## config.mk

```make
export PLATFORM = sky130hd
export DESIGN_NAME = bram_log_ctrl
export DESIGN_NICKNAME = d
export VERILOG_FILES = /design/src/rtl/bram_log_ctrl.sv
export SDC_FILE = /design/constraint.sdc
export NUM_CORES = 1
export LEC_CHECK = 0
export ABC_AREA = 1
export ABC_CLOCK_PERIOD_IN_PS = 1590
export CAP_MARGIN = 20
export CORE_MARGIN = 4
export CORE_UTILIZATION = 49
export DETAILED_ROUTE_END_ITERATION = 12
export PLACE_DENSITY_LB_ADDON = 0.05
export SLEW_MARGIN = 20
export SYNTH_ARGS = -nofsm -noshare
export SYNTH_HDL_FRONTEND = slang
export SYNTH_SLANG_ARGS = --single-unit
```

## constraint.sdc

```tcl
create_clock -name clk -period 1.59 [get_ports clk]
set_clock_uncertainty 0.15 [all_clocks]
set_input_delay 0.159 -clock clk [delete_from_list [all_inputs] [get_ports clk]]
set_output_delay 0.159 -clock clk [all_outputs]
set_load 0.02 [all_outputs]
```

## src/rtl/bram_log_ctrl.sv

```systemverilog
// bram_log_ctrl
//   Write controller for the BRAM sample logger in the DSP path. Produces the
//   write strobe and write address for a DEPTH-word BRAM from a streaming
//   sample source, with one-shot or circular capture, programmable
//   decimation, software stop and a done/status readout for the host.
//
// Parameters
//   ADDR_W  BRAM address width
//   DEPTH   number of words logged (2 <= DEPTH <= 2**ADDR_W)
//   DEC_W   width of the decimation setting
//
// Ports
//   clk       system clock
//   rst       synchronous, active-high reset
//   run       start/restart capture, honoured in IDLE and DONE
//   stop      abort/finish capture, honoured in WRITE
//   mode      0 = one-shot, 1 = circular (latched when run is accepted)
//   decim     write one of every decim+1 valid samples (latched on run)
//   in_valid  source sample valid this cycle
//   write     BRAM write enable
//   addr      BRAM write address
//   busy      high while capturing
//   done      high once capture has finished
//   wrapped   circular capture has overwritten at least once
//   count     words written since start, saturating at DEPTH
module bram_log_ctrl #(
    parameter int ADDR_W = 10,
    parameter int DEPTH  = 1024,
    parameter int DEC_W  = 8
) (
    input  logic              clk,
    input  logic              rst,
    input  logic              run,
    input  logic              stop,
    input  logic              mode,
    input  logic [DEC_W-1:0]  decim,
    input  logic              in_valid,
    output logic              write,
    output logic [ADDR_W-1:0] addr,
    output logic              busy,
    output logic              done,
    output logic              wrapped,
    output logic [ADDR_W:0]   count
);

    typedef enum logic [1:0] {
        IDLE  = 2'd0,
        WRITE = 2'd1,
        DONE  = 2'd2
    } state_t;

    localparam logic [ADDR_W-1:0] LAST_ADDR  = ADDR_W'(DEPTH - 1);
    localparam logic [ADDR_W:0]   FULL_COUNT = (ADDR_W + 1)'(DEPTH);

    state_t             state;
    logic               mode_l;
    logic [DEC_W-1:0]   decim_l;
    logic [DEC_W-1:0]   dc;

    // Strobe is decoded from registered state so a valid sample is written
    // in the same cycle it arrives.
    assign write = (state == WRITE) && in_valid && (dc == '0);
    assign busy  = (state == WRITE);
    assign done  = (state == DONE);

    always_ff @(posedge clk) begin
        if (rst) begin
            state   <= IDLE;
            addr    <= '0;
            count   <= '0;
            wrapped <= 1'b0;
            dc      <= '0;
            mode_l  <= 1'b0;
            decim_l <= '0;
        end else begin
            case (state)
                IDLE, DONE: begin
                    if (run) begin
                        state   <= WRITE;
                        addr    <= '0;
                        count   <= '0;
                        wrapped <= 1'b0;
                        dc      <= '0;
                        mode_l  <= mode;
                        decim_l <= decim;
                    end
                end
                WRITE: begin
                    if (in_valid)
                        dc <= (dc == decim_l) ? '0 : dc + DEC_W'(1);
                    if (stop)
                        state <= DONE;
                    // A write coinciding with stop still lands and updates
                    // addr/count; a one-shot final write also goes to DONE,
                    // so both events together give the same result.
                    if (write) begin
                        if (count != FULL_COUNT)
                            count <= count + (ADDR_W + 1)'(1);
                        if (addr == LAST_ADDR) begin
                            if (mode_l) begin
                                addr    <= '0;
                                wrapped <= 1'b1;
                            end else begin
                                state <= DONE;
                            end
                        end else begin
                            addr <= addr + ADDR_W'(1);
                        end
                    end
                end
                default: state <= IDLE;
            endcase
        end
    end

endmodule

```

==> results.cfg, run 1 <==
[floorplan]
chipWidth_um = 79.5
ios = 39
die_area_um2 = 6320
die_y_um = 79.5
initial_core_util = 0.517
num_rows = 25
core-area_um2 = 4850

[placed_design]
dp_hpwl_um = 4890
place_congestion = 0.854
port_buffers = 38
placed_cells = 546

[sta]
finalCritPeriodShare = 1.13
fmax_mhz = 557
relSlewSlack = 0.782
rsz0062_at_grt = yes
worst_slack_ps = -205
setup_viol = 22
hold_slack_ps = 318
finalHoldViolCount = 0
drv_slew = 0
finalCriticalPeriod_ps = 1800
worstMarginPinSlew_ps = 327
fin_tns_setup_ps = -2020

[global_route]
grt_pass1_wl_um = 11800
antenna_found_initial = 0
grt_pass1_vias = 2617
grt_overflow = 0
grt_start_max_net_pins = 22
grt_usage = 0.231

[detailed_routing]
wl_um = 6930
ant_nets = 0
post-route-drc-count = 0
firstDrtPassIters = 4
vias = 2806
routed_via_density = 5.02
drt_iter0_drc = 156
drt-wirelength-per-cell_um = 12.4

[worst_setup_path]
critPathMaxStageDelay_ps = 330
critPathArrivalTime_ps = 1490
critPathCaptureType = output pin
critical_path.cell_chain = inv_2, ha_4, inv_2, nor2_2, nand3_2, buf_4, buf_4, inv_2, buf_6
cp.required_ps = 1280
start_kind = flop
slowest_stage = dfxtp_2
worstPathMaxFanout = 2
regToRegSetupSlack_ps = -160
critPathKind = flop to output pin
cp_common_cell = inv_2

[layout]
final_nets = 510
instances_no_fill = 559
drive_above_1_share = 0.311
n_fill_cell = 386
area_delta_synth_final_pct = 47.9
n_antenna_cell = 0
ff_latch_area_um2 = 836
multi_input_area_um2 = 1670

[pwr]
cellLeakagePower_nw = 1.67
vdd.ir_drop.worst_v = 0.000582
p_per_area_nw_per_um2 = 663

[cts]
clkTransAtPathRegs_ps = 80
cts.sinks = 41
htree_levels = 2
ctsLongestPathBuffers = 2
cts_buffers = 5
cts-root-buf = clkbuf_8
tritoncts = built
clk-insertion-delay-late_ps = 300

[synth]
yosysSeqAreaShare = 0.328
yosys_register_bits = 41
syn-cell-area_um2 = 2510
syn_inst = 401
synth_fp_nets = 420
synth_cell_types = 30
synth.avg_cell_area_um2 = 6.25
yosys_warnings = 0

[min_path]
min_path_type = flop to flop

[outcome]
violations = negative setup slack
status = complete, but fails checks

[flow_run]
max_cap_violations = 0
placed cells by master, fill, tap and decap left out, types with 15 or more instances in the layout:
master	synthesis	final
nand2_1	124	99
nor2_1	61	54
buf_4	1	49
inv_1	44	40
dfxtp_1	41	35
nand2_2	7	28
dlygate4sd2_1	0	20
a21oi_2	5	19
nand3_1	19	15
kinds of logic after synthesis:
family                   synth area share
AO/OA/AOI/OAI                       0.103
XOR/XNOR                           0.0419
adder cells (fa/ha/maj)            0.0250
buffers and inverters              0.0934
flip-flops                          0.328
AND/OR/NAND/NOR                     0.409
cell type report:
cell class              count  share of cell area
inverters                  47              0.0476
well taps                  67              0.0226
flip-flops and latches     41               0.225
multi-input cells         302               0.451
clock inverters             3              0.0111
repair buffers             94               0.224
clock buffers               5              0.0186
synthesized netlist by cell type (all sizes together):
cell	n	area, µm²
inv	46	173
dfxtp	41	821
o21ai	14	73.8
and3	1	6.26
a21oi	32	179
or2	2	12.5
nand4	12	75.1
nor2	66	275
nand2	132	521
ha	5	62.6
a31oi	1	6.26
nand3b	1	7.51
nand3	20	105
clkbuf	5	18.8
nor3b	1	7.51
xor2	3	26.3
xnor2	9	78.8
buf	6	38.8
clkinv	1	3.75
nor3	3	15.0
per-stage QoR:
stage | power, mW | util | instance area [µm²] | worst slack, ps
after floorplan | 1.36 | - | 2550 | -110
after global placement | 1.55 | 0.692 | 3360 | -364
after detailed placement | 1.56 | 0.692 | 3360 | -374
after CTS | 2.45 | 0.740 | 3590 | -176
after global routing | 2.59 | 0.765 | 3710 | -280
final | 2.46 | 0.765 | 3710 | -205
worst paths after layout:
kind                        startpoint              endpoint  depth (start not counted)
setup / recovery    dc[1]$_SDFFE_PP0P_                 write                          9
hold / removal    wrapped$_SDFFE_PP0P_  wrapped$_SDFFE_PP0P_                          2
setup reg to reg    dc[1]$_SDFFE_PP0P_  addr[1]$_SDFFE_PP0P_                         13
hold reg to reg   wrapped$_SDFFE_PP0P_  wrapped$_SDFFE_PP0P_                          2
worst max-delay path: cells and delay by family (launching register included):
| kind | cells | cell delay, ps |
|---|---|---|
| adder cells (fa/ha/maj) | 1 | 130 |
| flip-flops | 1 | 330 |
| AND/OR/NAND/NOR | 2 | 190 |
| buffers and inverters | 6 | 530 |
state kept, by name, summed over array words and instances, names as in the netlist:
name and cells:
decim_l 8, addr 10, mode_l 1, count 11, state 2, dc 8
wrapped 1
power by group:
group / leakage (nW) / switching (mW) / internal (mW) / total [mW]
sequential: 0.337 / 0.0298 / 1.06 / 1.09
combinational: 1.28 / 0.287 / 0.237 / 0.524
clock: 0.0518 / 0.380 / 0.462 / 0.843
total: 1.67 / 0.697 / 1.76 / 2.46
layer usage:
metal | GRT usage | vias up | routed length (µm) | part of all wire
met2 | 0.395 | 69 | 3380 | 0.49
li1 | - | 1437 | - | -
met1 | 0.299 | 1293 | 3190 | 0.46
met4 | 0.0601 | 0 | 56 | 0.0081
met3 | 0.0395 | 7 | 303 | 0.044
met5 | 0 | - | 0 | 0
repair_timing:
action / in CTS / in global routing
hold buffers: 0 / 0
endpoints found under the hold margin: 0 / 0
buffers inserted: 1 / 3
cloned: 1 / 0
resized for setup: 70 / 30
pin swaps: 20 / 6
endpoints found under the setup margin: 46 / 37
Power figures use the tool's default switching activity.
==> inputs of run 2 (changes only) <==
--- a/config.mk
+++ b/config.mk
@@ -8,7 +8,6 @@
 export ABC_AREA = 1
 export ABC_CLOCK_PERIOD_IN_PS = 1590
 export CAP_MARGIN = 20
-export CORE_MARGIN = 4
 export CORE_UTILIZATION = 49
 export DETAILED_ROUTE_END_ITERATION = 12
 export PLACE_DENSITY_LB_ADDON = 0.05
==> results.cfg, run 2 (synthesis results as in run 1) <==
[outcome]
status = complete, but fails checks
violations = negative setup slack

[sta]
fmax_mhz = 572
drv_slew = 0
relSlewSlack = 0.797
finalCriticalPeriod_ps = 1750
rsz0062_at_grt = yes
worstMarginPinSlew_ps = 304
finalHoldViolCount = 0
worst_slack_ps = -160
finalCritPeriodShare = 1.10
setup_viol = 23

[layout]
fin_util = 0.743
final_cell_mix = nand2_1 (118), nor2_1 (58), buf_4 (48)
instances_no_fill = 557
final_common_cell = nand2_1
drive_above_1_share = 0.243
n_antenna_cell = 0
final_nets = 508
n_fill_cell = 430
largest_reg_flops = 11
regMostFlops = count
top_regs = count x11, addr x10
area_delta_synth_final_pct = 42.8

[floorplan]
num_rows = 25
chipWidth_um = 73.5
die_y_um = 73.5
ios = 39
initial_core_util = 0.520
core-area_um2 = 4820
die_area_um2 = 5400

[placed_design]
port_buffers = 38
placed_cells = 545
place_congestion = 0.822
dp_hpwl_um = 4580

[detailed_routing]
firstDrtPassIters = 4
wl_um = 6650
vias = 2762
drt_iter0_drc = 153
post-route-drc-count = 0
routed_via_density = 4.96
ant_nets = 0
drt-wirelength-per-cell_um = 11.9

[min_path]
min_path_type = flop to flop

[worst_setup_path]
critPathCaptureType = flop
cp.required_ps = 1670
reg2reg_depth = 11
worstPathMaxFanout = 2
r2r-end = wrapped$_SDFFE_PP0P_
start_kind = flop
critPathLaunch = dc[0]$_SDFFE_PP0P_
endpoint = wrapped$_SDFFE_PP0P_
critPathArrivalTime_ps = 1830
regToRegSetupSlack_ps = -160
critPathKind = flop to flop
worstReg2RegStart = dc[0]$_SDFFE_PP0P_

[pwr]
cellLeakagePower_nw = 1.62
vdd.ir_drop.worst_v = 0.000492
p_per_area_nw_per_um2 = 677
p_total_mw = 2.42

[cts]
clkTransAtPathRegs_ps = 90
htree_levels = 2
ctsLongestPathBuffers = 2
clk-insertion-delay-late_ps = 300
tritoncts = built
hold_buffers = 0
cts.sinks = 41
cts-root-buf = clkbuf_8
cts_buffers = 5

[flow_run]
max_cap_violations = 0

[global_route]
grt_overflow = 0
grt_pass1_vias = 2567
antenna_found_initial = 0
grt_usage = 0.272
grt_pass1_wl_um = 11400
grt_start_max_net_pins = 22
==> run 2: cell count changes in the layout (fill, tap and decap cells not counted), moves of 2 or more <==
| cell | change |
|---|---|
| nor2_2 | -3 |
| nand2_1 | +19 |
| dlymetal6s2s_1 | -2 |
| nand2_2 | -19 |
| nand3_2 | -3 |
| nor2_1 | +4 |
| nand3_1 | +2 |
| a21oi_1 | +5 |
| a21oi_2 | -6 |
==> run 2: worst min-delay path by stage <==
stage                               to                 start  cells past startpoint
2_1_floorplan    state[0]$_SDFFE_PP0P_                   rst                      1
3_3_place_gp      wrapped$_SDFFE_PP0P_  wrapped$_SDFFE_PP0P_                      2
3_5_place_dp      wrapped$_SDFFE_PP0P_  wrapped$_SDFFE_PP0P_                      2
4_1_cts        decim_l[4]$_SDFFE_PP0P_              decim[4]                      3
5_1_grt           wrapped$_SDFFE_PP0P_  wrapped$_SDFFE_PP0P_                      2
6_report          wrapped$_SDFFE_PP0P_  wrapped$_SDFFE_PP0P_                      2
==> run 2: final cells by class <==
type / count / area (µm²) / area share
Clock buffer: 6 / 72.6 / 0.0203
Clock inverter: 2 / 38.8 / 0.0108
Inverter: 47 / 176 / 0.0493
Multi-Input combinational cell: 302 / 1590 / 0.443
Sequential cell: 41 / 832 / 0.232
Tap cell: 67 / 83.8 / 0.0234
Timing Repair Buffer: 92 / 791 / 0.221
==> run 2: power breakdown <==
part | internal [mW] | total, mW | switching, mW
Sequential | 1.06 | 1.09 | 0.0276
Clock | 0.472 | 0.854 | 0.382
Combinational | 0.213 | 0.482 | 0.269
Total | 1.75 | 2.42 | 0.679
==> run 2: routing by layer <==
metal | track usage | part of all wire | up-vias
met4 | 0.0983 | 0.015 | 0
met3 | 0.0466 | 0.046 | 13
li1 | - | - | 1429
met5 | 0 | 0 | -
met1 | 0.363 | 0.46 | 1257
met2 | 0.439 | 0.48 | 63
==> run 2: stage by stage <==
step	setup TNS [ps]	hold WS, ps	instance area (µm²)	setup WS, ps
6_report	-2780	324	3580	-160
5_1_grt	-4800	331	3580	-241
4_1_cts	-2790	320	3520	-189
3_5_place_dp	-7210	305	3360	-359
3_3_place_gp	-6520	302	3360	-345
2_1_floorplan	-912	78.1	2550	-110
==> run 2: what timing repair did <==
| action | in CTS | in global routing |
|---|---|---|
| pin swaps | 2 | 15 |
| buffers inserted | 3 | 2 |
| endpoints found under the setup margin | 46 | 35 |
| gates resized for setup | 37 | 30 |
| gates cloned | 1 | 0 |
==> run 2: worst max-delay path, cell delays in order, from the launching register on <==
cell and delay [ps]:
dfxtp_2 330, inv_2 70, ha_4 120, inv_2 30, nor2_2 100, nand3_2 130
buf_6 150, buf_4 130, a21oi_4 180, buf_4 130, nand2_1 50, a21oi_2 120
==> inputs of run 3 (changes only) <==
--- a/config.mk
+++ b/config.mk
@@ -9,6 +9,7 @@
 export ABC_CLOCK_PERIOD_IN_PS = 1590
 export CAP_MARGIN = 20
 export CORE_UTILIZATION = 49
+export CTS_CLUSTER_SIZE = 20
 export DETAILED_ROUTE_END_ITERATION = 12
 export PLACE_DENSITY_LB_ADDON = 0.05
 export SLEW_MARGIN = 20
==> results of run 3 <==
The final DEF is identical to that of run 2; final timing and power are the same.
